--- config.mk ---
export PLATFORM = sky130hd
export DESIGN_NAME = lc3b_fetch_stage
export DESIGN_NICKNAME = d
export VERILOG_FILES = /design/src/rtl/lc3b_fetch_stage.sv
export SDC_FILE = /design/constraint.sdc
export NUM_CORES = 1
export LEC_CHECK = 0
export ABC_AREA = 1
export CORE_ASPECT_RATIO = 0.7
export CORE_MARGIN = 4
export CORE_UTILIZATION = 40
export DETAILED_ROUTE_END_ITERATION = 8
export PLACE_DENSITY = 0.74
export SETUP_SLACK_MARGIN = 0.4
export SYNTH_ARGS = -nofsm -noshare
export SYNTH_HDL_FRONTEND = slang
export SYNTH_SLANG_ARGS = --single-unit
--- constraint.sdc ---
create_clock -name clk -period 8 [get_ports clk]
set_clock_uncertainty 0.15 [all_clocks]
set_input_delay 1.6 -clock clk [delete_from_list [all_inputs] [get_ports clk]]
set_output_delay 1.6 -clock clk [all_outputs]
set_load 0.01 [all_outputs]
--- src/rtl/lc3b_fetch_stage.sv ---
// lc3b_fetch_stage: instruction fetch stage for the LC-3b pipeline.
//
// Issues one instruction-memory read at a time at the PC and places the returned
// word in the IF/ID register. A one-entry skid buffer holds a returned word while
// decode is stalled. A redirect that arrives while a read is still outstanding is
// parked in a pending register until that read's response has been discarded.
//
// Ports:
//   clk, reset          clock and asynchronous active-high reset
//   imem_read           read request, held with a stable address until imem_resp
//   imem_address        byte address of the outstanding read (always the PC)
//   imem_resp           one-cycle pulse marking imem_rdata valid
//   imem_rdata          returned instruction word
//   stall               decode cannot accept a new IF/ID entry
//   redirect            flush and refetch from redirect_pc
//   redirect_pc         redirect target (bit 0 is ignored)
//   if_valid            IF/ID holds a live instruction
//   if_ir               instruction in IF/ID
//   if_pc               address of if_ir
//   if_pc_plus2         if_pc + 2, modulo 2^16
module lc3b_fetch_stage #(
    parameter logic [15:0] RESET_PC = 16'h0000
) (
    input  logic        clk,
    input  logic        reset,
    output logic        imem_read,
    output logic [15:0] imem_address,
    input  logic        imem_resp,
    input  logic [15:0] imem_rdata,
    input  logic        stall,
    input  logic        redirect,
    input  logic [15:0] redirect_pc,
    output logic        if_valid,
    output logic [15:0] if_ir,
    output logic [15:0] if_pc,
    output logic [15:0] if_pc_plus2
);

    typedef enum logic [1:0] {
        StFetch    = 2'd0,
        StBuffered = 2'd1,
        StDrain    = 2'd2
    } state_e;

    localparam logic [15:0] ResetPcAligned = {RESET_PC[15:1], 1'b0};

    state_e      state_q, state_d;
    logic [15:0] pc_q, pc_d;
    logic [15:0] skid_ir_q, skid_ir_d;
    logic [15:0] skid_pc_q, skid_pc_d;
    logic [15:0] pend_q, pend_d;
    logic        if_valid_q, if_valid_d;
    logic [15:0] if_ir_q, if_ir_d;
    logic [15:0] if_pc_q, if_pc_d;

    logic        ifid_free;
    logic [15:0] pc_plus2;
    logic [15:0] redirect_aligned;

    assign ifid_free        = !if_valid_q || !stall;
    assign pc_plus2         = pc_q + 16'd2;
    assign redirect_aligned = {redirect_pc[15:1], 1'b0};

    always_comb begin
        state_d    = state_q;
        pc_d       = pc_q;
        skid_ir_d  = skid_ir_q;
        skid_pc_d  = skid_pc_q;
        pend_d     = pend_q;
        if_valid_d = if_valid_q;
        if_ir_d    = if_ir_q;
        if_pc_d    = if_pc_q;

        // A consumed entry drops out unless something below replaces it.
        if (if_valid_q && !stall) begin
            if_valid_d = 1'b0;
        end

        if (redirect) begin
            if_valid_d = 1'b0;
            skid_ir_d  = 16'h0000;
            skid_pc_d  = 16'h0000;
        end

        unique case (state_q)
            StFetch: begin
                if (redirect) begin
                    if (imem_resp) begin
                        pc_d = redirect_aligned;
                    end else begin
                        // The issued read cannot be withdrawn; wait for its response.
                        pend_d  = redirect_aligned;
                        state_d = StDrain;
                    end
                end else if (imem_resp) begin
                    pc_d = pc_plus2;
                    if (ifid_free) begin
                        if_valid_d = 1'b1;
                        if_ir_d    = imem_rdata;
                        if_pc_d    = pc_q;
                    end else begin
                        skid_ir_d = imem_rdata;
                        skid_pc_d = pc_q;
                        state_d   = StBuffered;
                    end
                end
            end
            StBuffered: begin
                // No read is outstanding here, so imem_resp is not looked at.
                if (redirect) begin
                    pc_d    = redirect_aligned;
                    state_d = StFetch;
                end else if (!stall) begin
                    if_valid_d = 1'b1;
                    if_ir_d    = skid_ir_q;
                    if_pc_d    = skid_pc_q;
                    state_d    = StFetch;
                end
            end
            StDrain: begin
                if (redirect) begin
                    pend_d = redirect_aligned;
                end
                if (imem_resp) begin
                    pc_d    = redirect ? redirect_aligned : pend_q;
                    state_d = StFetch;
                end
            end
            default: begin
                state_d = StFetch;
            end
        endcase
    end

    always_ff @(posedge clk or posedge reset) begin
        if (reset) begin
            state_q    <= StFetch;
            pc_q       <= ResetPcAligned;
            skid_ir_q  <= 16'h0000;
            skid_pc_q  <= 16'h0000;
            pend_q     <= 16'h0000;
            if_valid_q <= 1'b0;
            if_ir_q    <= 16'h0000;
            if_pc_q    <= 16'h0000;
        end else begin
            state_q    <= state_d;
            pc_q       <= pc_d;
            skid_ir_q  <= skid_ir_d;
            skid_pc_q  <= skid_pc_d;
            pend_q     <= pend_d;
            if_valid_q <= if_valid_d;
            if_ir_q    <= if_ir_d;
            if_pc_q    <= if_pc_d;
        end
    end

    assign imem_read    = !reset && (state_q != StBuffered);
    assign imem_address = pc_q;
    assign if_valid     = if_valid_q;
    assign if_ir        = if_ir_q;
    assign if_pc        = if_pc_q;
    assign if_pc_plus2  = if_pc_q + 16'd2;

endmodule

==> flow_metrics.tcl <==
set metrics [dict create \
    cts_tree "built" \
    nets 835 \
    drc 0 \
    peakVddDrop_uv 194.4 \
    maxCapViolCount 0 \
    num-fill-cells 1228 \
    synthCells 710 \
    syn2layout_area_growth_pct 25.67 \
    cts_root_buffer "clkbuf_16" \
    rsz0062_at_grt "no" \
    p_per_area_nw_per_um2 382.5 \
    antennaDiodeCount 0 \
    synthFlopType "dfrtp_1" \
    clock_sink_count 99 \
    worstHoldPathCells 2 \
    cp-end-kind "primary output" \
    status "finished clean" \
    r2r_cells 9 \
    via_per_inst 5.153 \
    setup_viol 0 \
    setup.worst_path.class "in -> out" \
    antenna_found_initial 0 \
    start_util 0.4093 \
    synth_seq_area_share 0.4592 \
    worst_slack_ns 3.528 \
    clk_path_buf_depth 2 \
    ys_ff_latch 99 \
    cts.clk_slew.worst_paths_ns 0.06 \
    cts-resized-gates 0 \
    synth.most_common_cell "nand2_1" \
    fin_crit_ns 4.472 \
    crit_arrival_ns 2.72 \
    yosysTopAreaCell "dfrtp_1" \
    dpl.hpwl_mm 10.40 \
    htree_levels 3 \
    synth_top_cell_area_share 0.4592 \
    slew_viol_final 0 \
    routabilityCongestion 0.8707 \
    multiInputGateArea_sq_um 2492 \
    ant_nets 0 \
    cts_buffers 9 \
    syn_area_sq_um 5395 \
    ys_top_cells_by_count "nand2_1 (243), dfrtp_1 (99), inv_1 (54), nor2_1 (53), o21ai_0 (47)" \
    critPathMaxFanout 2 \
    design.core.area_sq_um 13180 \
    io_buffers 101 \
    max_freq_mhz 223.6 \
    hold_buffers 0 \
    worstSkewPairLatency_ns 0.34 \
    startpoint_type "primary input" \
    regArea_sq_um 2477 \
    finalCritPeriodShare 0.5590 \
    firstDrtPassIters 5 \
    wl_per_cell_microns 15.26 \
    routed_wl_mm 14.99 \
    synth_edf_count 0 \
    worst_slew_pin_slew_ns 1.013 \
    crit_required_ns 6.25 \
    synth_fp_nets 753 \
    post_dp_cell_area_sq_um 6477 \
    synthArstFlopShare 1.000 \
    drtIter0Drc 363 \
    ys_types 30 \
    die_h_microns 105.2 \
    fp.dieW_microns 146.8 \
    cts_setup_buffers 0 \
    io_pins 103 \
    place_ws_ns 3.529 \
    yosys-top-cells-area "dfrtp_1 (46%), nand2_1 (17%), o21ai_0 (4.4%), inv_1 (3.8%), nor2_1 (3.7%)" \
    p_total_mw 2.593 \
    min_path_type "reg -> reg" \
    grt_max_degree 77 \
    yosysWarnings 0 \
    final_layout_size_suffix_gt1_frac 0.05270 \
    grt_overflow 0 \
    grt_pass1_vias 4898 \
    rows 35 \
    final_hold_viol_count 0 \
    grtUsageTotal 0.1980 \
    avgSynthCellArea_sq_um 7.599 \
    fin_setup_tns_ns 0 \
    stdcell_area_sq_um 6780 \
    p_leak_nw 3.056 \
    grt_pass1_wl_mm 24.96 \
    vias 5060 \
    slew_headroom 0.3240 \
    whs_ns 0.3362 \
    die_area_sq_um 15440 \
]
==> cell families after synthesis <==
| kind of cell | synth area share |
|---|---|
| adders and majority gates | 0.01391 |
| and+or+nand+nor | 0.2702 |
| buffers and inverters | 0.07885 |
| DFF | 0.4592 |
| xor gates and xnor gates | 0.02110 |
| AOI/OAI and AO/OA | 0.1568 |
==> placed cells by master (no fill, tap or decap), drive strengths merged, types with 6 or more instances in the layout <==
master and instances:
dfrtp 99, clkbuf 11, ha 6, xor2 13
o211ai 10, a2bb2oi 10, a31oi 28, clkdlybuf4s50 101
nand2 246, o21ai 54, a21oi 26, inv 63
o22ai 9, nand3 35, nor2 63
==> report_power, final <==
group / internal (mW) / leakage [nW] / switching (mW)
registers: 0.678 / 1.25 / 0.185
clock network: 0.252 / 0.146 / 0.191
logic: 0.564 / 1.66 / 0.722
==> registers in the layout, summed over array words and instances, names as in the netlist <==
signal,flops
state_q,2
if_ir,16
skid_ir_q,16
skid_pc_q,16
imem_address,16
pend_q,16
if_pc,16
if_valid,1
==> metal layers <==
layer / part of all wire / wire (microns) / vias up / global-route usage
met1: 0.48 / 7136 / 2374 / 0.2860
li1: - / - / 2483 / -
met4: 0.0073 / 109 / 0 / 0.03423
met2: 0.44 / 6633 / 188 / 0.3073
met3: 0.074 / 1108 / 15 / 0.04681
met5: 0 / 0 / - / 0
==> area by class of cell <==
type,count,area share
Multi-Input combinational cell,515,0.3676
Inverter,62,0.03469
Clock buffer,11,0.03580
Tap cell,185,0.03414
Sequential cell,99,0.3654
Clock inverter,5,0.008858
Timing Repair Buffer,105,0.1535
==> metrics by stage <==
stage | utilization | instances
after CTS | 0.5144 | 982
after floorplan | - | 710
after detailed placement | 0.4914 | 966
final | 0.5144 | 982
after global routing | 0.5144 | 982
after global placement | 0.4914 | 966
==> path summary, 6_finish.rpt <==
path,startpoint,to,slack (ns)
worst max register to register,state_q[1]$_DFFE_PP0P_,if_pc[9]$_DFFE_PP0P_,4.87
worst min-delay path,pend_q[14]$_DFFE_PP0P_,pend_q[14]$_DFFE_PP0P_,0.34
worst min register to register,pend_q[14]$_DFFE_PP0P_,pend_q[14]$_DFFE_PP0P_,0.34
worst max-delay path,reset,imem_read,3.53
min in group asynchronous,reset,if_ir[10]$_DFFE_PP0P_,1.46
max in group asynchronous,reset,imem_address[11]$_DFFE_PP0P_,4.95
==> worst max-delay path, cell delays in order <==
cell             delay [ns]
clkdlybuf4s50_1        0.47
nor2_1                 0.11
clkdlybuf4s50_1        0.55
Power figures use the tool's default switching activity.
